### src/rtl/seven_segment_scroller.sv
// ---------------------------------------------------------------------------
// seven_segment_scroller
//
// Message buffer and scan driver for a multiplexed seven-segment display.
// Upstream writes a word as a run of abcdefgh glyphs over a valid/ready
// port. Once the word is complete the block scans the glyphs across the
// digits and can scroll them leftwards, with `gap` blank positions inserted
// between repetitions.
//
// Ports:
//   clk        system clock
//   rst        synchronous, active-high reset
//   clear      synchronous: discard the message and return to LOAD
//   wr_valid   glyph write request
//   wr_ready   high while a glyph can be accepted (LOAD state)
//   wr_data    glyph pattern, bit7 = a ... bit0 = h, 1 = segment on
//   wr_last    marks the final glyph of the message
//   scroll_en  1 = scroll, 0 = hold the current offset
//   busy       high while the message is being shown
//   abcdefgh   segment pattern for the active digit, active-high
//   digit      one-hot active digit, bit w_digit-1 = leftmost (position 0)
// ---------------------------------------------------------------------------
module seven_segment_scroller #(
  parameter int w_digit       = 8,
  parameter int msg_depth     = 16,
  parameter int gap           = 2,
  parameter int scan_cycles   = 4096,
  parameter int scroll_cycles = 12500000
) (
  input  logic               clk,
  input  logic               rst,
  input  logic               clear,
  input  logic               wr_valid,
  output logic               wr_ready,
  input  logic [7:0]         wr_data,
  input  logic               wr_last,
  input  logic               scroll_en,
  output logic               busy,
  output logic [7:0]         abcdefgh,
  output logic [w_digit-1:0] digit
);

  localparam int AW  = $clog2(msg_depth);
  localparam int LW  = AW + 1;
  // Wide enough for offset + position before the modulo reduction.
  localparam int IW  = $clog2(msg_depth + gap + 2 * w_digit) + 1;
  localparam int PW  = $clog2(w_digit) + 1;
  localparam int SCW = $clog2(scan_cycles);
  localparam int RCW = $clog2(scroll_cycles);

  typedef enum logic {LOAD, SHOW} state_t;

  state_t             state_q, state_d;
  logic [LW-1:0]      len_q, len_d;
  logic [IW-1:0]      offset_q, offset_d;
  logic [RCW-1:0]     scroll_cnt_q, scroll_cnt_d;
  logic [SCW-1:0]     scan_cnt_q, scan_cnt_d;
  logic [PW-1:0]      pos_q, pos_d;
  logic [w_digit-1:0] digit_q, digit_d;
  logic [7:0]         seg_q, seg_d;
  logic [7:0]         buf_q [msg_depth];

  logic               wr_fire;
  logic [IW-1:0]      win_len;
  logic [IW-1:0]      pos_ext;
  logic [IW-1:0]      idx;

  assign wr_ready = (state_q == LOAD);
  assign busy     = (state_q == SHOW);
  assign abcdefgh = seg_q;
  assign digit    = digit_q;

  // clear wins over a simultaneous handshake, so the glyph is never stored.
  assign wr_fire  = wr_ready && wr_valid && !clear;
  assign win_len  = IW'(len_q) + IW'(gap);

  // Message / scroll control
  always_comb begin
    state_d      = state_q;
    len_d        = len_q;
    offset_d     = offset_q;
    scroll_cnt_d = scroll_cnt_q;
    if (clear) begin
      state_d      = LOAD;
      len_d        = '0;
      offset_d     = '0;
      scroll_cnt_d = '0;
    end else if (state_q == LOAD) begin
      if (wr_valid) begin
        len_d = len_q + LW'(1);
        if (wr_last || len_d == LW'(msg_depth)) begin
          state_d      = SHOW;
          offset_d     = '0;
          scroll_cnt_d = '0;
        end
      end
    end else if (scroll_en) begin
      if (scroll_cnt_q == RCW'(scroll_cycles - 1)) begin
        scroll_cnt_d = '0;
        offset_d     = (offset_q + IW'(1) >= win_len) ? '0 : offset_q + IW'(1);
      end else begin
        scroll_cnt_d = scroll_cnt_q + RCW'(1);
      end
    end
  end

  // Digit scan: pos tracks the set digit bit (pos 0 = leftmost)
  always_comb begin
    scan_cnt_d = scan_cnt_q + SCW'(1);
    pos_d      = pos_q;
    digit_d    = digit_q;
    if (scan_cnt_q == SCW'(scan_cycles - 1)) begin
      scan_cnt_d = '0;
      pos_d      = (pos_q == PW'(w_digit - 1)) ? '0 : pos_q + PW'(1);
      digit_d    = {digit_q[0], digit_q[w_digit-1:1]};
    end
  end

  // Segment content is looked up for the *next* digit so that the registered
  // abcdefgh and digit outputs always change together.
  always_comb begin
    pos_ext = IW'(pos_d);
    idx     = offset_q + pos_ext;
    // offset < L and pos < w_digit, so at most w_digit subtractions reduce
    // idx into 0..L-1.
    for (int k = 0; k <= w_digit; k++) begin
      if (win_len != '0 && idx >= win_len) begin
        idx = idx - win_len;
      end
    end
    seg_d = '0;
    if (state_q == SHOW) begin
      if (!scroll_en && offset_q == '0) begin
        if (pos_ext < IW'(len_q)) begin
          seg_d = buf_q[pos_ext[AW-1:0]];
        end
      end else if (idx < IW'(len_q)) begin
        seg_d = buf_q[idx[AW-1:0]];
      end
    end
  end

  always_ff @(posedge clk) begin
    if (rst) begin
      state_q      <= LOAD;
      len_q        <= '0;
      offset_q     <= '0;
      scroll_cnt_q <= '0;
      scan_cnt_q   <= '0;
      pos_q        <= '0;
      digit_q      <= {1'b1, {(w_digit-1){1'b0}}};
      seg_q        <= '0;
    end else begin
      state_q      <= state_d;
      len_q        <= len_d;
      offset_q     <= offset_d;
      scroll_cnt_q <= scroll_cnt_d;
      scan_cnt_q   <= scan_cnt_d;
      pos_q        <= pos_d;
      digit_q      <= digit_d;
      seg_q        <= seg_d;
    end
  end

  // Glyph storage; stale entries beyond len are masked by the lookup.
  always_ff @(posedge clk) begin
    if (wr_fire) begin
      buf_q[len_q[AW-1:0]] <= wr_data;
    end
  end

endmodule
### config.mk
export PLATFORM = sky130hd
export DESIGN_NAME = seven_segment_scroller
export DESIGN_NICKNAME = d
export VERILOG_FILES = /design/src/rtl/seven_segment_scroller.sv
export SDC_FILE = /design/constraint.sdc
export NUM_CORES = 1
export LEC_CHECK = 0
export CAP_MARGIN = 30
export CORE_MARGIN = 3
export CORE_UTILIZATION = 45
export DETAILED_ROUTE_END_ITERATION = 8
export DONT_BUFFER_PORTS = 1
export PLACE_DENSITY = 0.63
export SKIP_CTS_REPAIR_TIMING = 1
export SYNTH_ARGS = -nofsm -noshare
export SYNTH_HDL_FRONTEND = slang
export SYNTH_SLANG_ARGS = --single-unit
### constraint.sdc
create_clock -name clk -period 27.7 [get_ports clk]
set_input_delay 1.385 -clock clk [delete_from_list [all_inputs] [get_ports clk]]
set_output_delay 1.385 -clock clk [all_outputs]
set_load 0.02 [all_outputs]
# Word level (Yosys, flattened, before mapping)

Memory sizes are Yosys's and may differ from the RTL's.
Cells that the tools add are included.

Memories: 1
Register bits: 69
Logic and storage cells: 99
Memory bits (writable): 128

Muxes and demuxes: 30
Eq/ne operators: 6
Reduce and logical (&&, ||, !) cells: 25
Bitwise logic cells: 1
Order comparisons: 12
Add/subtract/negate cells: 16

Memories:

| memory | depth | bits a word | rd ports | clocked after Yosys merged registers in | write ports | line | text |
|---|---|---|---|---|---|---|---|
| buf_q  | 16    | 8           | 2        | 0                                       | 1           | 61   | `logic [7:0] buf_q [msg_depth];` |

Operator list:

| operator                | number |
|---|---|
| $mux W24                | 5 |
| $mux W7                 | 15 |
| $ge A7 B6 Y1            | 10 |
| $sub A7 B6 Y7           | 9 |
| $add A24 B1 Y24 const B | 1 |
| $eq A24 B24 Y1 const B  | 1 |
| $mux W8                 | 3 |
| $add A12 B1 Y12 const B | 1 |
| $eq A12 B12 Y1 const B  | 1 |
| $logic_and A1 B1 Y1     | 12 |
| $mux W4                 | 2 |
| $add A7 B1 Y7 const B   | 1 |
| $add A7 B4 Y7           | 1 |
| $logic_not A7 Y1        | 1 |
| $lt A7 B5 Y1            | 1 |
| $reduce_bool A7 Y1      | 1 |
| $add A5 B2 Y6 const B   | 1 |
| $reduce_or A2 Y1        | 3 |
| $add A5 B1 Y5 const B   | 1 |
| $eq A5 B5 Y1 const B    | 1 |
| $lt A4 B5 Y1            | 1 |
| $mux W1                 | 5 |
| $add A4 B1 Y4 const B   | 1 |
| $eq A4 B3 Y1 const B    | 1 |
| 9 further kinds         | 11 |

# Logic depth before layout (Yosys ltp)

Depth in word-level cells: 34
Depth in mapped cells: 102

# Worst setup path before layout

Ideal clock, no wire load.

Path kind: reg-to-reg
From: register scan_cnt_q[0]
To: register seg_q[0] (netlist: abcdefgh[0])
Cell stages (with the launch flop): 99
Required time: 27.585 ns
Path slack: 6.928 ns
Clock period less this slack: 20.772 ns
Data arrival time: 20.657 ns
Buffers on the path: 4
Path through: dfxtp_1 > ha_1 > nand3_1 > nor2_1 > and3_1 > and3_1 > and3_1 > clkbuf_1 > nand2_1 > xor2_1 > clkinv_1 > clkbuf_1 > ha_1 > a21oi_1 > o21bai_1 > and3_1 > or2_2 > ha_1 > (+63 left out) > o21ai_0 > nand2b_1 > a21oi_1 > o21bai_1 > o21bai_1 > a21oi_1 > o22ai_1 > nor3_4 > buf_4 > nor2_1 > a21oi_2 > buf_2 > inv_1 > ha_1 > a21oi_1 > o211ai_1 > a41oi_1 > a31o_1

Cells in the longest elaborated chain, start to end: 33
Elaborated cells between the ends (all ways): 45
Those cells by class: add/sub (10); order compare (11); eq/ne (1); mux (13); reduce/logical (9); memory (1)

RTL lines:

| element                                               | line | text |
|---|---|---|
| from (decl)                                           | 57   | `logic [SCW-1:0] scan_cnt_q, scan_cnt_d;` |
| from (signal assigned)                                | 158  | `scan_cnt_q <= scan_cnt_d;` |
| $eq A12 B12 Y1 (*)                                    | 112  | `if (scan_cnt_q == SCW'(scan_cycles - 1)) begin` |
| $mux W4 (*)                                           | 112  |  |
| via pos_d[2]                                          | 58   | `logic [PW-1:0] pos_q, pos_d;` |
| $add A7 B4 Y7                                         | 123  | `idx = offset_q + pos_ext;` |
| $ge A7 B6 Y1                                          | 127  | `if (win_len != '0 && idx >= win_len) begin` |
| $logic_and A1 B1 Y1                                   | 127  |  |
| $mux W7                                               | 127  |  |
| $ge A7 B6 Y1                                          | 127  |  |
| (+18 left out)                                        | n/a  |  |
| $logic_and A1 B1 Y1                                   | 127  |  |
| $mux W7                                               | 127  |  |
| $ge A7 B6 Y1                                          | 127  |  |
| $logic_and A1 B1 Y1                                   | 127  |  |
| $mux W7                                               | 127  |  |
| $lt A7 B5 Y1 / $mem_v2 Z16 W8 (equally long branches) | n/a  |  |
| $mux W8                                               | 137  | `end else if (idx < IW'(len_q)) begin` |
| $mux W8 (*)                                           | 133  | `if (!scroll_en && offset_q == '0) begin` |
| to (signal assigned)                                  | 161  | `seg_q <= seg_d;` |
| to (decl)                                             | 60   | `logic [7:0] seg_q, seg_d;` |

Mark *: on every way through the listed nets, which the timed path passes. The rest lies on a longest branch.
A chain may end at the register's enable or synchronous reset.

# Worst setup path in the final report

From: register scan_cnt_q[0]
To: register seg_q[3] (netlist: abcdefgh[3])

Cells in the longest elaborated chain, start to end: 33
Elaborated cells between the ends (all ways): 45
Those cells by class: add/sub (10); order compare (11); eq/ne (1); mux (13); reduce/logical (9); memory (1)

RTL lines:

| element                                               | line |
|---|---|
| $eq A12 B12 Y1 (*)                                    | 112 |
| $mux W4 (*)                                           | 112 |
| $add A7 B4 Y7                                         | 123 |
| $ge A7 B6 Y1                                          | 127 |
| $logic_and A1 B1 Y1                                   | 127 |
| $mux W7                                               | 127 |
| $ge A7 B6 Y1                                          | 127 |
| $logic_and A1 B1 Y1                                   | 127 |
| (+17 left out)                                        | n/a |
| $logic_and A1 B1 Y1                                   | 127 |
| $mux W7                                               | 127 |
| $ge A7 B6 Y1                                          | 127 |
| $logic_and A1 B1 Y1                                   | 127 |
| $mux W7                                               | 127 |
| $lt A7 B5 Y1 / $mem_v2 Z16 W8 (equally long branches) | n/a |
| $mux W8                                               | 137 |
| $mux W8 (*)                                           | 133 |

Mark *: on every way between the ends. The rest lies on a longest branch, timed or not.

==> out/qor_table.md <==
| Result | Value | Unit |
|:---|:---|:---|
| Required time of the critical path | 28,020 | ps |
| Result of the run | finished, final reports clean | - |
| Effective utilization at floorplan | 46.05 | % |
| Synth top area share | 28.85 | % |
| Wire length on met3 | 1895 | um |
| Pin count of the biggest net entering global routing | 65 | - |
| Number of enable flip-flop cells after synthesis | 128 | - |
| Async SR Flop Fraction | 0 | % |
| Area contributors post-synth | edfxtp_1 29%, dfxtp_1 10%, ha_1 7.8% | - |
| Net count of the finished layout | 1,401 | - |
| Mapped cell area | 0.01333 | mm^2 |
| Dominant delay contributor by cell family on the critical path | compound AO/OA/AOI/OAI gates | - |
| Post-synthesis net count | 1,412 | - |
| Post-synthesis average cell area | 10.21 | um^2 |
| Ports placed on the boundary | 32 | - |
| Total instance count after detailed placement | 1,659 | - |
| TNS Setup | 0 | ps |
| Most frequently used flop master after synthesis | edfxtp_1 | - |
| Count of input and output buffers | 0 | - |
| Worst setup skew after layout | 10.27 | ps |
| Total of endpoints with negative setup slack in the final report | 0 | - |
| Root buffer cell | clkbuf_16 | - |
| Remaining Overflow, GRT | 0 | - |
| Setup repair after global routing missed its margin | no | - |
| Buffers from clock root to sink, at most | 2 | - |
| Highest clock rate | 39.95 | MHz |
| Number of synthesized register bits | 197 | - |
| Cell type contributing the most total cell area after synthesis | edfxtp_1 | - |
| Critical-path maximum fanout | 33 | - |
| Post-layout instance count excluding filler cells | 1,691 | - |
| Cell type with the highest occurrence count on the critical path | ha_1 | - |
| Yosys warning total | 0 | - |
| Detailed Route Iter0 Violations | 978 | - |
| CTS Sinks | 197 | - |
| Area of the die | 0.03171 | mm^2 |
| Htree depth | 4 | - |
| Top sig layer | met4 | - |
| Proportion of synthesized chip area in sequential cells | 39.21 | % |
| Total number of vias | 10,312 | - |
| Core Footprint | 0.02894 | mm^2 |
| Worst path bufs/invs | 8 | - |
| Worst hold path type | reg -> reg | - |
| Arrival time worst endpoint | 25,350 | ps |
| Antenna Nets Post-Route | 0 | - |
| CTS clock-pin slew for the worst setup and hold paths | 70 | ps |
| Met1 wire length | 15,310 | um |
| Synthesized netlist cell count | 1,305 | - |
| Maximum capacitance violations | 0 | - |
| Count of TritonRoute iterations in the first routing pass | 5 | - |
| Horizontal die dimension | 178.1 | um |
| HPWL Detailed | 24,290 | um |
| Routed wl met2 | 16,350 | um |
| Wire length of the first global-routing pass | 54,050 | um |
| Setup Crit Path Kind | reg -> reg | - |
| Cts bufs inserted | 17 | - |
| Average wire per standard cell | 20.24 | um |
| Worst rel slew slack | 36.80 | % |
| Number of antenna violations at the first check in global routing | 0 | - |
| Detail-routed via count per cell | 6.098 | - |
| Unique cell type count in the Yosys netlist | 86 | - |
| Number of endpoints with negative hold slack in the final report | 0 | - |
| Slowest cell delay on critical path | 560 | ps |
| Minimum clock period after layout | 25,030 | ps |
| RePlAce Congestion | 0.9362 | - |
| DRC violation count after routing | 0 | - |
| Routed Wire Length | 34,230 | um |
| Number of filler instances in the final layout | 2,612 | - |
| Number of slew-limit violations in the final report | 0 | - |
| Clock latency reported for the late side of the worst-skew pair | 430 | ps |
| Die Span Y | 178.1 | um |
| Transition time at the pin with the least slew margin | 945.5 | ps |
| Overall track demand over capacity in global routing | 21.71 | % |
| Critical path capture point type | flop | - |
| Row count | 62 | - |
| Cell with the largest stage delay on the worst path | nand2_2 | - |
| Final worst-path cycle share | 90.37 | % |
| Clock tree from TritonCTS | built | - |
| Area growth syn-to-layout | 7.399 | % |
| N_diodes | 0 | - |
| Ratio of cells with drive above 1 in the final layout | 11.17 | % |
| Number of global-route vias before repair | 9,916 | - |
| Crit start category | flop | - |
==> cell usage after synthesis, types with 8 or more instances <==
library cell	instances
mux2i_1	35
ha_1	83
a41oi_1	10
or3_1	9
nand4_1	13
and2_1	30
clkbuf_1	30
edfxtp_1	128
a221oi_1	25
dfxtp_1	69
mux2_2	32
xor2_1	26
nand3_1	65
o211ai_1	15
a21oi_1	58
a31oi_1	8
nor2_1	102
and3_1	20
inv_1	53
nand2_1	109
nor3_1	15
nand2b_1	12
xnor2_1	39
a211o_1	23
mux4_2	32
nor2b_1	25
fa_1	10
o21ai_0	53
a21o_1	16
o21a_1	11
==> placed cells by master, fill, tap and decap left out, types with 11 or more instances in the layout <==
master / count
a211o_1: 23
a21o_1: 16
a21oi_1: 57
a221oi_1: 25
and2_1: 30
and3_1: 20
buf_4: 19
clkbuf_16: 17
dfxtp_1: 69
edfxtp_1: 128
ha_1: 83
inv_1: 53
mux2_2: 32
mux2i_1: 35
mux4_2: 32
nand2_1: 109
nand2b_1: 12
nand3_1: 65
nand4_1: 13
nor2_1: 102
nor2b_1: 25
nor3_1: 15
o211ai_1: 15
o21a_1: 11
o21ai_0: 53
xnor2_1: 39
xor2_1: 26
==> through the flow <==
step / setup WS, ps / cell area [um^2] / hold WS [ps] / utilization [%]
floorplan: 6928 / 13330 / 429.7 / -
global placement: 4016 / 13750 / 444.0 / 47.51
detailed placement: 3144 / 13750 / 452.5 / 47.51
CTS: 3024 / 14310 / 466.9 / 49.46
global route: 715.2 / 14310 / 486.4 / 49.46
finish: 2668 / 14310 / 465.9 / 49.46
==> final timing paths <==
check                                   start             to  slack, ps  cells after the start
worst max-delay path            scan_cnt_q[0]    abcdefgh[3]       2670                     95
worst min-delay path            scan_cnt_q[0]  scan_cnt_q[0]        470                      1
worst max register to register  scan_cnt_q[0]    abcdefgh[3]       2670                     95
worst min register to register  scan_cnt_q[0]  scan_cnt_q[0]        470                      1
==> per-layer routing <==
metal | vias to the layer above | track usage, %
met3 | 51 | 3.491
met4 | 0 | 5.890
met2 | 336 | 35.93
met1 | 5022 | 29.59
met5 | - | 0
li1 | 4903 | -
==> cell type report <==
cell class / instances / area (um^2) / area share, %
Clock buffer: 18 / 429.2 / 2.999
Clock inverter: 14 / 135.1 / 0.9442
Inverter: 58 / 217.7 / 1.521
Multi-Input combinational cell: 1001 / 7681 / 53.67
Sequential cell: 197 / 5225 / 36.51
Tap cell: 384 / 480.5 / 3.357
Timing Repair Buffer: 19 / 142.6 / 0.9967
==> flip-flops by register name, indices dropped and copies added (netlist names) <==
register      count
busy              1
offset_q          7
buf_q           128
digit             8
scroll_cnt_q     24
len_q             5
pos_q             4
scan_cnt_q       12
abcdefgh          8
==> cell families after synthesis <==
family / after synthesis / synth area share, %
simple gates: 432 / 15.97
compound gates: 305 / 16.39
flops: 197 / 39.21
buf+inv: 107 / 3.333
mux: 106 / 11.52
fa+ha+maj: 93 / 9.296
xor+xnor: 65 / 4.272
==> worst reg2reg max path, delay by kind of cell, from the launching register on <==
family | cells | cell delay [ps]
adder cells (fa/ha/maj) | 11 | 3780
buffers and inverters | 8 | 1910
AND/OR/NAND/NOR | 22 | 5220
multiplexers | 6 | 2460
flip-flops | 1 | 370
AO/OA/AOI/OAI | 47 | 11010
XOR/XNOR | 1 | 150
Power is not shown: default switching activity piles up to over one toggle a cycle in this logic, so the estimate is an artifact.
